--- src/rtl/io_port_unit.sv ---
// Two independent CPU-facing port paths: a synchronized, change-flagged P1 input
// register and a FIFO-buffered P0 output that is paced by a small drain FSM.
module io_port_unit #(
  parameter int WIDTH       = 16,
  parameter int FIFO_DEPTH  = 4,
  parameter int HOLD_CYCLES = 2
) (
  input  logic             clk,
  input  logic             rst,
  input  logic [WIDTH-1:0] P1_data_in,
  input  logic             cpu_rd_p1,
  output logic [WIDTH-1:0] p1_rdata,
  output logic             p1_changed,
  input  logic             cpu_wr_p0,
  input  logic [WIDTH-1:0] cpu_wdata,
  output logic             wr_ready,
  output logic             overflow,
  output logic [WIDTH-1:0] P0_data_out,
  output logic             P0_strobe,
  output logic             busy
);

  localparam int AW = (FIFO_DEPTH > 1) ? $clog2(FIFO_DEPTH) : 1;
  localparam int CW = $clog2(FIFO_DEPTH + 1);
  localparam int HW = $clog2(HOLD_CYCLES + 1);

  typedef enum logic {
    ST_IDLE,
    ST_HOLD
  } state_e;

  // P1 input path
  logic [WIDTH-1:0] s1_q, s1_d;
  logic [WIDTH-1:0] s2_q, s2_d;
  logic [WIDTH-1:0] p1_last_q, p1_last_d;
  logic [WIDTH-1:0] p1_rdata_q, p1_rdata_d;
  logic             p1_changed_q, p1_changed_d;

  // P0 output path
  logic [WIDTH-1:0] mem_q [FIFO_DEPTH];
  logic [AW-1:0]    wr_ptr_q, wr_ptr_d;
  logic [AW-1:0]    rd_ptr_q, rd_ptr_d;
  logic [CW-1:0]    count_q, count_d;
  logic [HW-1:0]    hold_q, hold_d;
  logic [WIDTH-1:0] p0_data_q, p0_data_d;
  logic             p0_strobe_q, p0_strobe_d;
  logic             overflow_q, overflow_d;
  state_e           state_q, state_d;

  logic full;
  logic push;
  logic pop;

  // NOTE: every always_comb output gets a default first, so no path can infer a latch.
  always_comb begin
    s1_d         = P1_data_in;
    s2_d         = s1_q;
    p1_last_d    = p1_last_q;
    p1_rdata_d   = p1_rdata_q;
    p1_changed_d = p1_changed_q;
    if (cpu_rd_p1) begin
      p1_rdata_d   = p1_last_q;
      p1_changed_d = 1'b0;
    end
    // A change landing on the read edge wins: the flag stays set for the next read.
    if (s2_q != p1_last_q) begin
      p1_last_d    = s2_q;
      p1_changed_d = 1'b1;
    end
  end

  // Fullness is judged from the registered count only, so a same-edge pop never frees a slot.
  assign full     = (count_q == CW'(FIFO_DEPTH));
  assign wr_ready = ~full;
  assign push     = cpu_wr_p0 & ~full;

  always_comb begin
    state_d     = state_q;
    hold_d      = hold_q;
    p0_data_d   = p0_data_q;
    p0_strobe_d = 1'b0;
    pop         = 1'b0;
    case (state_q)
      ST_IDLE: begin
        if (count_q != '0) begin
          pop         = 1'b1;
          p0_data_d   = mem_q[rd_ptr_q];
          p0_strobe_d = 1'b1;
          hold_d      = HW'(HOLD_CYCLES);
          state_d     = ST_HOLD;
        end
      end
      ST_HOLD: begin
        // Leaving as the counter reaches zero gives one update per HOLD_CYCLES+1 cycles.
        hold_d = hold_q - HW'(1);
        if (hold_q == HW'(1)) begin
          state_d = ST_IDLE;
        end
      end
      default: state_d = ST_IDLE;
    endcase
  end

  always_comb begin
    wr_ptr_d   = push ? wr_ptr_q + AW'(1) : wr_ptr_q;
    rd_ptr_d   = pop  ? rd_ptr_q + AW'(1) : rd_ptr_q;
    overflow_d = overflow_q | (cpu_wr_p0 & full);
    count_d    = count_q;
    case ({push, pop})
      2'b10:   count_d = count_q + CW'(1);
      2'b01:   count_d = count_q - CW'(1);
      default: count_d = count_q;
    endcase
  end

  // NOTE: state registers use non-blocking assignments so every flop samples pre-edge values.
  always_ff @(posedge clk or negedge rst) begin
    if (!rst) begin
      s1_q         <= '0;
      s2_q         <= '0;
      p1_last_q    <= '0;
      p1_rdata_q   <= '0;
      p1_changed_q <= 1'b0;
      wr_ptr_q     <= '0;
      rd_ptr_q     <= '0;
      count_q      <= '0;
      hold_q       <= '0;
      p0_data_q    <= '0;
      p0_strobe_q  <= 1'b0;
      overflow_q   <= 1'b0;
      state_q      <= ST_IDLE;
    end else begin
      s1_q         <= s1_d;
      s2_q         <= s2_d;
      p1_last_q    <= p1_last_d;
      p1_rdata_q   <= p1_rdata_d;
      p1_changed_q <= p1_changed_d;
      wr_ptr_q     <= wr_ptr_d;
      rd_ptr_q     <= rd_ptr_d;
      count_q      <= count_d;
      hold_q       <= hold_d;
      p0_data_q    <= p0_data_d;
      p0_strobe_q  <= p0_strobe_d;
      overflow_q   <= overflow_d;
      state_q      <= state_d;
    end
  end

  // NOTE: the storage array has no reset; an entry is only read after a push has written it.
  always_ff @(posedge clk) begin
    if (push) begin
      mem_q[wr_ptr_q] <= cpu_wdata;
    end
  end

  assign p1_rdata    = p1_rdata_q;
  assign p1_changed  = p1_changed_q;
  assign overflow    = overflow_q;
  assign P0_data_out = p0_data_q;
  assign P0_strobe   = p0_strobe_q;
  assign busy        = (count_q != '0) || (state_q != ST_IDLE);

endmodule
--- config.mk ---
export PLATFORM = sky130hd
export DESIGN_NAME = io_port_unit
export DESIGN_NICKNAME = d
export VERILOG_FILES = /design/src/rtl/io_port_unit.sv
export SDC_FILE = /design/constraint.sdc
export NUM_CORES = 1
export LEC_CHECK = 0
export ABC_AREA = 1
export ABC_CLOCK_PERIOD_IN_PS = 3190
export CAP_MARGIN = 20
export CORE_ASPECT_RATIO = 1.75
export CORE_UTILIZATION = 50
export DETAILED_ROUTE_END_ITERATION = 8
export PLACE_DENSITY_LB_ADDON = 0.12
export SETUP_SLACK_MARGIN = 0.3
export SYNTH_ARGS = -nofsm -noshare
export SYNTH_HDL_FRONTEND = slang
export SYNTH_SLANG_ARGS = --single-unit
--- constraint.sdc ---
create_clock -name clk -period 3.19 [get_ports clk]
set_input_delay 0.7975 -clock clk [delete_from_list [all_inputs] [get_ports clk]]
set_output_delay 0.7975 -clock clk [all_outputs]
set_load 0.02 [all_outputs]
* After elaboration in Yosys (flattened, before gate mapping)
Memories as Yosys holds them, arrays and structs flattened. A register that Yosys moved wholly into a read port is not among the register bits.
Cells that the tools add are included.
W data, S select, Z words.
** Word-level totals
- Bits in registers :: 77
- Bits in latches :: 0
- Output and inout bits :: 37
- Logic and storage cells :: 46
- Memories :: 1
- Input port bits :: 36
- Memory bits (read-only) :: 0
- Memory bits (writable) :: 64
** Cells by class
- Shifts and indexed selects :: 0
- Equal/unequal tests :: 6
- Magnitude comparators :: 0
- Multiply operators :: 0
- Add/sub/neg operators :: 5
- Div/mod/pow operators :: 0
- Bitwise logic cells :: 5
- Mux-type cells :: 11
- Reduce and logical (&&, ||, !) cells :: 6
** Memories
- mem_q :: words 4, bits a word 16, read ports 1, clocked after memory_dff 1, write ports 1, line 40 : logic [WIDTH-1:0] mem_q [FIFO_DEPTH];
** Operator list (count)
- $ne A16 B16 Y1 :: 1
- $mux W1 :: 7
- $pmux W3 S2 :: 1
- $add A2 B1 Y2 const B :: 2
- $eq A2 B1 Y1 const B :: 2
- $pmux W2 S2 :: 1
- $reduce_bool A2 Y1 :: 2
- $add A3 B1 Y3 const B :: 1
- $eq A3 B3 Y1 const B :: 1
- $reduce_bool A3 Y1 :: 1
- $sub A3 B1 Y3 const B :: 1
- $and A1 B1 Y1 :: 2
- $eq A2 B2 Y1 const B :: 1
- $mux W2 :: 1
- $ne A2 B2 Y1 const B :: 1
- $not A1 Y1 :: 2
- $pmux W1 S2 :: 1
- $reduce_and A2 Y1 :: 1
- $sub A2 B1 Y2 const B :: 1
- $logic_not A1 Y1 :: 1
- $logic_or A1 B1 Y1 :: 1
- $or A1 B1 Y1 :: 1

* Logic depth before layout (Yosys ltp)
- Depth after elaboration :: 5
- Gate-level depth with buffers :: 11
- Depth with buffers taken out :: 10

* Worst setup path before layout
OpenSTA, ideal clock, no wires.
- Kind :: input to register
- Start :: input cpu_wr_p0
- End :: memory mem_q[0][0] (enable)
- Setup slack :: 1.188 ns
- Required time :: 2.801 ns
- Arrival :: 1.614 ns
- Stages :: 2
- Path through :: nand2_2 -> nor2_1
** Between the ends
- Word-level cells in the longest chain between the ends :: 3
** RTL lines
- start: declaration :: line 14 : input logic cpu_wr_p0,
- $and A1 B1 Y1 :: line 75 : assign push = cpu_wr_p0 & ~full;
- $mux W1 :: line 151 : if (push) begin
- $mux W1 (not written as such) :: line 152 : mem_q[wr_ptr_q] <= cpu_wdata;
- end: declaration :: line 40
Every way passes these cells.

* Final worst setup path
- Start :: register count_q[0]
- End :: output busy
** Between the ends
- Word-level cells in the longest chain between the ends :: 2
** RTL lines
- start: declaration :: line 43 : logic [CW-1:0] count_q, count_d;
- start signal: assignment :: line 140 : count_q <= count_d;
- $reduce_bool A3 Y1 :: line 161 : assign busy = (count_q != '0) || (state_q != ST_IDLE);
- $logic_or A1 B1 Y1 :: line 161
- end: declaration :: line 20 : output logic busy
Every way passes these cells.

==> results.txt <==
Final Worst Setup Slack -> 0.542 ns
share of cells above drive strength 1 -> 9.17%
Synth Area in Adders -> 1.62%
CTS resizes -> 0
Avg Cell Area, Syn -> 11.6 µm²
Worst setup SP type -> register
RSZ-0062 raised after global routing -> false
chip width -> 84.0 µm
Die H -> 145 µm
simple-gate share of the synthesized area -> 13.5%
Syn-to-layout area delta -> 22.9%
core area -> 11500 µm²
peak supply drop -> 0.000486 V
Crit Path Category -> register to output port
worst skew pair latency -> 0.41 ns
largest net degree at the start of global routing -> 51
Slew @ Worst Pin -> 0.759 ns
internal power -> 4.25 mW
leading area contributor after synthesis -> dfrtp_1
placed cell areas -> 6650 µm²
Core Rows -> 52
Clock Power Share -> 29.2%
# setup viols final -> 0
starting DRC count in detailed routing -> 153
Compound-Gate Fraction of Synth Area -> 5.92%
1st-pass router iterations -> 6
crit-path max cell delay -> 0.55 ns
highest metal used -> met4
Psw -> 2.09 mW
share of the synthesized area in the top cell type -> 39.6%
met2 routed WL -> 5680 µm
Place WS -> 0.624 ns
post-CTS setup buffer count -> 0
FF+latch count, synth -> 157
root buf cell -> clkbuf_16
largest family of logic cells by synthesized area -> simple AND/OR/NAND/NOR gates
WL met3 -> 311 µm
final period utilization -> 83.0%
CTS tree -> yes
Synth cell types -> 27
# hold bufs at CTS -> 0
H-tree levels -> 4
Ys Warns -> 0
Starting Density -> 51.0%
Critical Path End Type -> output port
fin crit period -> 2.65 ns
post-route total power -> 6.34 mW
GRT Total Usage -> 19.0%
Cells after Synth -> 508
Comb pwr share -> 27.9%
top post-synthesis cells by area -> dfrtp_1, edfxtp_1, nor2_1
die area -> 12200 µm²
global-route wire length before repair -> 17500 µm
syn_nets -> 551
WP data required -> 2.39 ns
buffers added on ports -> 72
clock-pin slew on the worst setup and hold paths -> 0.07 ns
status -> finished with violations
Post-Route WL -> 10400 µm
setup_tns -> 0 ns
Slew Limit Fails -> 0
Post-DRT Antenna Nets -> 0
Switching Fraction -> 32.9%
DRC viols -> 19
io pins -> 73
vias in the first global route -> 3605
ANT cells -> 0
GP Congestion -> 0.760
critical path arrival -> 1.85 ns
DR vias -> 3557
number of vias per cell -> 4.91
sequential cell area fraction in the yosys report -> 72.3%
failing checks -> DRC
Final Util -> 62.7%
Max-slew headroom -> 49.3%
Worst Hold Class -> register to register
final hold vios -> 0
CTS buffer count -> 17
final instance area -> 7220 µm²
CTS Sinks -> 157
Top Family by Delay on Critical Path -> buffers and inverters
Post-layout nets -> 619
Overflow after GRT -> 0
M1 WL -> 4100 µm
XOR/XNOR share of the synthesized area -> 0.873%
Max Fanout on Critical Path -> 3
max_cap viols -> 0
fmax -> 0.378 GHz
drt wl/cell -> 14.3 µm
CTS Buffer Depth -> 2
total leakage power -> 3.07 nW
multiplexer share of the synthesized area -> 0%
CP bufs+invs -> 2
Cell Chain, Critical Path -> nor2_4 > nand2_4 > nor2_1 > inv_1 > clkdlybuf4s50_1
HPWL Detailed -> 6600 µm
Post-Route Skew -> 0.0108 ns
synthesized cell area -> 5880 µm²
sequential share of power -> 42.8%
Critical-path top delay cell -> clkdlybuf4s50_1
initial antenna violation count -> 0
pwr/cell area -> 879 nW/µm²
power groups by stage:
stage          combinational [mW]  clock, mW  sequential, mW
2_1_floorplan                1.07          0            2.86
3_3_place_gp                 1.70          0            2.77
3_5_place_dp                 1.75          0            2.78
4_1_cts                      1.77       1.90            2.75
5_1_grt                      2.00       1.97            2.76
6_report                     1.77       1.86            2.72
worst reg2reg max path, stage by stage, from the launching register on:
cell	delay [ns]
dfrtp_1	0.38
inv_1	0.19
nand2_8	0.17
inv_6	0.21
ha_1	0.17
inv_1	0.07
fa_1	0.38
a21oi_1	0.15
o21ai_0	0.11
xor2_1	0.15
cell type report:
type	count	area, µm²
well taps	135	169
multi-input cells	278	1290
clock buffers	19	453
fillers	908	4290
inverters	43	166
clock inverters	13	104
flip-flops and latches	157	4250
repair buffers	79	791
synth_stat cells:
cell type and number:
nor2_1 117, dfrtp_1 93, nand2_1 71, edfxtp_1 64, inv_1 41, o21ai_1 29
o21ai_0 19, a21oi_1 18, clkbuf_1 17, buf_6 7, ha_1 6, buf_2 5
nor2_2 4, xor2_1 3, nor2_4 2, a21oi_2 1, a31o_2 1, buf_1 1
fa_1 1, inv_2 1, inv_6 1, nand2_2 1, nand2_4 1, nand2_8 1
nand3_1 1, xnor2_1 1, xor2_2 1
cell families (layout without fill, tap and decap cells):
family,count (synthesis),after routing
flip-flops,157,157
adder cells (fa/ha/maj),7,7
AO/OA/AOI/OAI,68,68
buffers and inverters,73,154
AND/OR/NAND/NOR,198,198
XOR/XNOR,5,5
layer usage:
| layer | global-route usage [%] | up-vias |
|---|---|---|
| li1 | - | 1755 |
| met1 | 21.6 | 1710 |
| met2 | 33.6 | 72 |
| met3 | 3.97 | 20 |
| met4 | 9.31 | 0 |
| met5 | 0 | - |
metrics by stage:
stage / instances / hold slack, ns
floorplan: 508 / 0.331
global placement: 691 / 0.333
detailed placement: 691 / 0.336
CTS: 723 / 0.353
global route: 724 / 0.361
finish: 724 / 0.350
state kept, by name (all words and copies together) (netlist names), 2 cells and up:
register and count:
s1_q 16, mem_q 64, s2_q 16, wr_ptr_q 2, p1_rdata 16, P0_data_out 16, count_q 3, hold_q 2
rd_ptr_q 2, p1_last_q 16
placed cells by master (no fill, tap or decap), types with 3 or more instances in the layout:
cell type,instances
nand2_1,71
a21oi_1,18
clkbuf_16,17
o21ai_1,29
inv_6,7
nor2_1,117
ha_1,6
edfxtp_1,64
clkinvlp_4,3
dfrtp_1,93
buf_4,6
xor2_1,3
nor2_2,4
clkdlybuf4s50_1,71
inv_1,41
o21ai_0,19
final timing paths:
path	startpoint	to	slack, ns	cells past startpoint
setup / recovery	count_q[0]	busy	0.54	5
hold / removal	s1_q[14]	s2_q[14]	0.35	0
setup reg to reg	state_q	count_q[2]	1.10	9
hold reg to reg	s1_q[14]	s2_q[14]	0.35	0
max in group asynchronous	rst	P0_data_out[3]	2.07	2
min in group asynchronous	rst	p1_last_q[0]	0.42	1
(Power assumes the default switching activity.)
